<file path="src/rtl/apb_master_ctrl.sv">
`default_nettype none
// ============================================================================
// Module      : apb_master_ctrl
// Description : APB master sequencer for Memory-stage loads and stores that
//               decode to the peripheral region. Each access runs one complete
//               APB transfer (SETUP then ACCESS). The pipeline is stalled until
//               the result is ready. Misaligned accesses and transfers that
//               exceed the wait-state budget are reported on PerErr.
// Revision    : 1.0 - initial release
// ----------------------------------------------------------------------------
// Parameters
//   TIMEOUT    : number of ACCESS-phase wait cycles before the transfer is
//                abandoned with an error
//   CNT_W      : width of the wait counter; 2**CNT_W must exceed TIMEOUT
// Ports
//   clk        : system clock, rising edge
//   rst        : asynchronous reset, active low
//   IsPerM     : Memory-stage address is in peripheral space
//   MemWriteM  : Memory-stage store
//   MemReadM   : Memory-stage load
//   MemSizeM   : 00 byte, 01 half, 10/11 word
//   ALUResultM : access address
//   WriteDataM : store data, right-aligned
//   StallPer   : stall request to the hazard unit
//   proc_rdata : registered APB read word, raw and unshifted
//   PerErr     : registered error flag for the completed access
//   PSEL, PENABLE, PWRITE, PADDR, PWDATA, PSTRB : APB master outputs
//   PREADY, PRDATA, PSLVERR                     : APB slave responses
// ============================================================================
module apb_master_ctrl #(
  parameter int TIMEOUT = 255,
  parameter int CNT_W   = 8
) (
  input  logic        clk,
  input  logic        rst,
  input  logic        IsPerM,
  input  logic        MemWriteM,
  input  logic        MemReadM,
  input  logic [1:0]  MemSizeM,
  input  logic [31:0] ALUResultM,
  input  logic [31:0] WriteDataM,
  output logic        StallPer,
  output logic [31:0] proc_rdata,
  output logic        PerErr,
  output logic        PSEL,
  output logic        PENABLE,
  output logic        PWRITE,
  output logic [31:0] PADDR,
  output logic [31:0] PWDATA,
  output logic [3:0]  PSTRB,
  input  logic        PREADY,
  input  logic [31:0] PRDATA,
  input  logic        PSLVERR
);

  typedef enum logic [1:0] {
    IDLE   = 2'd0,
    SETUP  = 2'd1,
    ACCESS = 2'd2,
    DONE   = 2'd3
  } state_t;

  localparam logic [CNT_W-1:0] C_TIMEOUT = CNT_W'(TIMEOUT);

  state_t           r_state;
  state_t           w_state_next;
  logic [CNT_W-1:0] r_cnt;

  logic             w_req;
  logic             w_misaligned;
  logic             w_timeout;
  logic [31:0]      w_wdata;
  logic [3:0]       w_strb;

  assign w_req = IsPerM & (MemWriteM | MemReadM);

  // Half accesses must be 2-byte aligned; word accesses (10 and 11) must be
  // 4-byte aligned. Byte accesses are always aligned.
  always_comb begin
    w_misaligned = 1'b0;
    case (MemSizeM)
      2'b01:   w_misaligned = ALUResultM[0];
      2'b10,
      2'b11:   w_misaligned = |ALUResultM[1:0];
      default: w_misaligned = 1'b0;
    endcase
  end

  // Sub-word store data is replicated on every lane so the slave can pick
  // the addressed lane using PSTRB alone. Reads never assert a strobe.
  always_comb begin
    w_wdata = WriteDataM;
    w_strb  = 4'b1111;
    case (MemSizeM)
      2'b00: begin
        w_wdata = {4{WriteDataM[7:0]}};
        w_strb  = 4'b0001 << ALUResultM[1:0];
      end
      2'b01: begin
        w_wdata = {2{WriteDataM[15:0]}};
        w_strb  = ALUResultM[1] ? 4'b1100 : 4'b0011;
      end
      default: begin
        w_wdata = WriteDataM;
        w_strb  = 4'b1111;
      end
    endcase
    if (!MemWriteM) begin
      w_strb = 4'b0000;
    end
  end

  // Abort only when the slave is still not ready on the cycle the counter
  // has reached the limit; a late PREADY on that cycle still completes.
  assign w_timeout = (r_cnt == C_TIMEOUT) & ~PREADY;

  // --------------------------------------------------------------------------
  // State register
  // --------------------------------------------------------------------------
  always_ff @(posedge clk or negedge rst) begin
    if (!rst) begin
      r_state <= IDLE;
    end else begin
      r_state <= w_state_next;
    end
  end

  // --------------------------------------------------------------------------
  // Next state and bus control. PSEL/PENABLE are pure state decodes so an
  // asynchronous reset removes them at once, with no clock edge needed.
  // --------------------------------------------------------------------------
  always_comb begin
    w_state_next = r_state;
    PSEL         = 1'b0;
    PENABLE      = 1'b0;
    StallPer     = 1'b0;

    case (r_state)
      IDLE: begin
        if (w_req) begin
          w_state_next = w_misaligned ? DONE : SETUP;
        end
      end
      SETUP: begin
        PSEL         = 1'b1;
        w_state_next = ACCESS;
      end
      ACCESS: begin
        PSEL    = 1'b1;
        PENABLE = 1'b1;
        if (PREADY || w_timeout) begin
          w_state_next = DONE;
        end
      end
      DONE: begin
        // The instruction leaves M on the edge ending this cycle, so the
        // request still visible here is the one just serviced.
        w_state_next = IDLE;
      end
      default: begin
        w_state_next = IDLE;
      end
    endcase

    // Released in DONE so the instruction advances with its result valid.
    StallPer = w_req & (r_state != DONE);
  end

  // --------------------------------------------------------------------------
  // Transfer datapath: request latch, wait counter and result registers.
  // Address, data and strobes are loaded only in IDLE, which keeps them
  // stable from SETUP through the end of ACCESS.
  // --------------------------------------------------------------------------
  always_ff @(posedge clk or negedge rst) begin
    if (!rst) begin
      PADDR      <= '0;
      PWDATA     <= '0;
      PSTRB      <= '0;
      PWRITE     <= 1'b0;
      proc_rdata <= '0;
      PerErr     <= 1'b0;
      r_cnt      <= '0;
    end else begin
      case (r_state)
        IDLE: begin
          if (w_req) begin
            if (w_misaligned) begin
              // Rejected without touching the bus.
              PerErr     <= 1'b1;
              proc_rdata <= '0;
            end else begin
              PADDR  <= ALUResultM;
              PWRITE <= MemWriteM;
              PWDATA <= w_wdata;
              PSTRB  <= w_strb;
            end
          end
        end
        ACCESS: begin
          if (PREADY) begin
            // Stores leave the previous read word in place.
            if (!PWRITE) begin
              proc_rdata <= PRDATA;
            end
            PerErr <= PSLVERR;
          end else if (w_timeout) begin
            PerErr     <= 1'b1;
            proc_rdata <= '0;
          end else begin
            r_cnt <= r_cnt + 1'b1;
          end
        end
        DONE: begin
          r_cnt <= '0;
        end
        default: begin
        end
      endcase
    end
  end

endmodule
`default_nettype wire

</file>
<file path="config.mk">
export PLATFORM = sky130hd
export DESIGN_NAME = apb_master_ctrl
export DESIGN_NICKNAME = d
export VERILOG_FILES = /design/src/rtl/apb_master_ctrl.sv
export SDC_FILE = /design/constraint.sdc
export NUM_CORES = 1
export LEC_CHECK = 0
export BUFFER_PORTS_ARGS = -buffer_cell sky130_fd_sc_hd__buf_2
export CAP_MARGIN = 10
export CORE_MARGIN = 2
export CORE_UTILIZATION = 34
export DETAILED_ROUTE_END_ITERATION = 10
export GPL_TIMING_DRIVEN = 1
export HOLD_SLACK_MARGIN = 0.06
export MAX_ROUTING_LAYER = met4
export PLACE_DENSITY = 0.58
export SETUP_SLACK_MARGIN = 0.05
export SYNTH_ARGS = -nofsm -noshare
export SYNTH_HDL_FRONTEND = slang
export SYNTH_SLANG_ARGS = --single-unit
</file>
<file path="constraint.sdc">
create_clock -name clk -period 2.35 [get_ports clk]
set_input_delay 0.235 -clock clk [delete_from_list [all_inputs] [get_ports clk]]
set_output_delay 0.235 -clock clk [all_outputs]
set_load 0.02 [all_outputs]
</file>
==> results.tsv <==
metric	value	unit
main combinational cell family by area after synthesis	multiplexers	
unrepaired setup endpoints after global routing	false	
highest-count cells in the layout ignoring fill and taps	208 x sky130_fd_sc_hd__buf_2, 112 x sky130_fd_sc_hd__dfrtp_1, 42 x sky130_fd_sc_hd__mux2_2	
capture endpoint of the worst hold path	proc_rdata[17]	
net count after synthesis	509	
Hold WC Path Type	in2reg	
number of levels in the clock H-tree	3	
Yosys reg bits	112	
remaining global-route overflow	0	
delay of the slowest cell on the worst path	0.44	ns
fill count	1380	
cell chosen for the clock root	sky130_fd_sc_hd__clkbuf_16	
Area growth syn-to-layout	31.3	%
Die X	125	um
first-iteration detailed-routing DRC count	142	
Power per Cell Area	1320	nW/um^2
mapped cell area	4940	um^2
XOR/XNOR Fraction of Synth Area	0	%
reported max-cap violation count	0	
Seq/Total Area, Yosys	56.8	%
kind of capture point of the worst setup path	flop	
master of the slowest instance on the critical path	sky130_fd_sc_hd__nand4_4	
ratio of routed vias to standard cells	4.97	
most instantiated flip-flop cell in the synthesis netlist	sky130_fd_sc_hd__dfrtp_1	
initial antenna violation count	1	
YS warnings	0	
estimated wirelength of the detail-placed design	9030	um
Placer Congestion	0.818	
CTS sink cnt	112	
CTS Buf Count	9	
pin count of the biggest net entering global routing	98	
drt wl/cell	15.5	um
GRT Total Usage	16.6	%
clock tree from TritonCTS	built	
worst-path maximum fanout	32	
count of buffers from port buffering	209	
first drt pass iteration count	4	
critical-path cell list	inv_1 -> ha_1 -> nor2_1 -> a31oi_1 -> nand4_4 -> a22o_2	
count of cells along the worst hold path	2	
die area	15500	um^2
share of synthesized flip-flops with an asynchronous set or reset	100	%
Core Footprint	14400	um^2
CTS Buffer Depth	2	
total negative slack for setup checks	0	ns
Mapped Cells	399	
Final Max Tran Viols	0	
static power due to leakage	0.00335	uW
number of global-route vias before repair	3928	
global-route wire length before repair	20200	um
WP data required	2.59	ns
clock period minus worst slack	2.11	ns
Max rail drop VDD	0.000646	V
mean instance size in the synthesized netlist	12.4	um^2
routed via count	3923	
worst slew slack as a fraction of its limit	62.8	%
initial standard-cell utilization of the core	34.4	%
worst skew pair latency	0.36	ns
count of placed standard cells in the final layout, fillers left out	790	
share of the synthesized area in compound gates (AO/OA/AOI/OAI)	14.7	%
worst endpoint data arrival time	2.35	ns
r2r endpoint	proc_rdata[16]	
DRC errors left	0	
clock skew	0.00799	ns
clock transition at the registers of the reported paths	0.07	ns
Max Clock Freq	474	MHz
post-route fraction of the period consumed by the critical path	89.8	%
mux share of post-synthesis cell area	15.3	%
number of antenna-violating nets in the routed design	0	
I/O pin cnt	210	
final-report setup violation count	0	
height of the chip	125	um
Worst Tran Pin Value	0.557	ns
total wire length after detailed routing	12300	um
fraction of the mapped netlist area in simple logic gates	8.46	%
EDFF count, synth	0	
Synth cell types	48	
count of placed standard cells including taps	773	
number of hold violations in the final report	0	
class of the most critical setup path	reg2reg	
number of placement rows	44	
HP Start	PRDATA[17]	
slack of the worst reg-to-reg path	0.24	ns
share of layout cells above drive strength 1	47.8	%
status	completed	
final net count	711	
CP startpoint kind	flop	
Crit Reg-Reg Startpoint	r_state[0]	
adder-cell share of the synthesized area	1.27	%
most common cell after layout, fill and taps aside	sky130_fd_sc_hd__buf_2	
R2R cell count	6	
## repair_timing
item	CTS	global route
hold buffers	1	0
endpoints found under the hold margin	27	0
resized for setup	0	0
setup endpoints to repair	0	0
buffers inserted	0	0
## synth_stat cells, types with 3 or more instances
master	count	area (um^2)
sky130_fd_sc_hd__buf_4	5	37.5
sky130_fd_sc_hd__dfrtp_1	112	2800
sky130_fd_sc_hd__inv_1	6	22.5
sky130_fd_sc_hd__a21oi_1	15	75.1
sky130_fd_sc_hd__mux2i_1	28	280
sky130_fd_sc_hd__a22o_1	31	272
sky130_fd_sc_hd__buf_6	3	33.8
sky130_fd_sc_hd__nand2_1	39	146
sky130_fd_sc_hd__buf_2	13	65.1
sky130_fd_sc_hd__a31oi_1	3	18.8
sky130_fd_sc_hd__nor2_1	16	60.1
sky130_fd_sc_hd__mux2_2	42	473
sky130_fd_sc_hd__clkbuf_1	4	15.0
sky130_fd_sc_hd__and3_1	3	18.8
sky130_fd_sc_hd__ha_1	5	62.6
sky130_fd_sc_hd__o21ai_0	33	165
sky130_fd_sc_hd__a22o_2	3	30.0
## stage by stage
step	total power, uW	setup slack, ns	util, %	hold slack [ns]	cell area [um^2]
2_1_floorplan	5690	0.508	-	-0.0606	4940
3_3_place_gp	6860	0.344	42.8	0.202	6140
3_5_place_dp	6960	0.233	42.8	0.197	6140
4_1_cts	8700	0.212	45.1	0.0907	6480
5_1_grt	9130	0.0905	45.1	0.0901	6480
6_report	8560	0.239	45.1	0.106	6480
## flip-flops by register name, indices dropped and copies added (netlist names)
| signal | count |
|---|---|
| r_state | 2 |
| r_cnt | 8 |
| PSTRB | 4 |
| PADDR | 32 |
| PerErr | 1 |
| PWRITE | 1 |
| proc_rdata | 32 |
| PWDATA | 32 |
## metal layers
layer  track usage, %  vias up  wire [um]
met1             20.3     1903       5170
li1                 -     1850          -
met2             26.0      159       5860
met3             6.40       11       1070
met5                -        -          0
met4             3.70        0        177
## area by class of cell
| cell class | count | area [um^2] | share of cell area, % |
|---|---|---|---|
| multi-input cells | 256 | 1970 | 30.4 |
| inverters | 6 | 22.5 | 0.347 |
| flip-flops and latches | 112 | 2800 | 43.2 |
| repair buffers | 216 | 1130 | 17.4 |
| clock buffers | 10 | 239 | 3.69 |
| clock inverters | 5 | 88.8 | 1.37 |
| well taps | 184 | 230 | 3.55 |
| diodes | 1 | 2.50 | 0.0386 |
## report_power, final
group | internal (uW) | leakage (uW) | switching (uW)
Clock | 970 | 0.000161 | 716
Combinational | 1410 | 0.00177 | 2290
Sequential | 2750 | 0.00142 | 437
## worst max path at each step
stage          slack, ns  startpoint        endpoint
6_report            0.24  r_state[0]  proc_rdata[16]
5_1_grt             0.09  r_state[0]  proc_rdata[16]
4_1_cts             0.21  r_state[0]  proc_rdata[16]
3_5_place_dp        0.23  r_state[0]  proc_rdata[16]
3_3_place_gp        0.34  r_state[0]  proc_rdata[16]
2_1_floorplan       0.51  r_state[0]        r_cnt[7]
## worst max-delay path, delay by kind of cell, from the launching register on
kind                       cells  cell delay (ns)
AOI/OAI and AO/OA              2             0.62
and+or+nand+nor                2             0.52
DFF                            1             0.39
adders and majority gates      1             0.34
buffers and inverters          1             0.12
## logic make-up after synthesis
kind of cell	after synthesis
AO/OA/AOI/OAI	102
flip-flops	112
buffers and inverters	31
AND/OR/NAND/NOR	79
multiplexers	70
adder cells (fa/ha/maj)	5
Power figures use the tool's default switching activity.
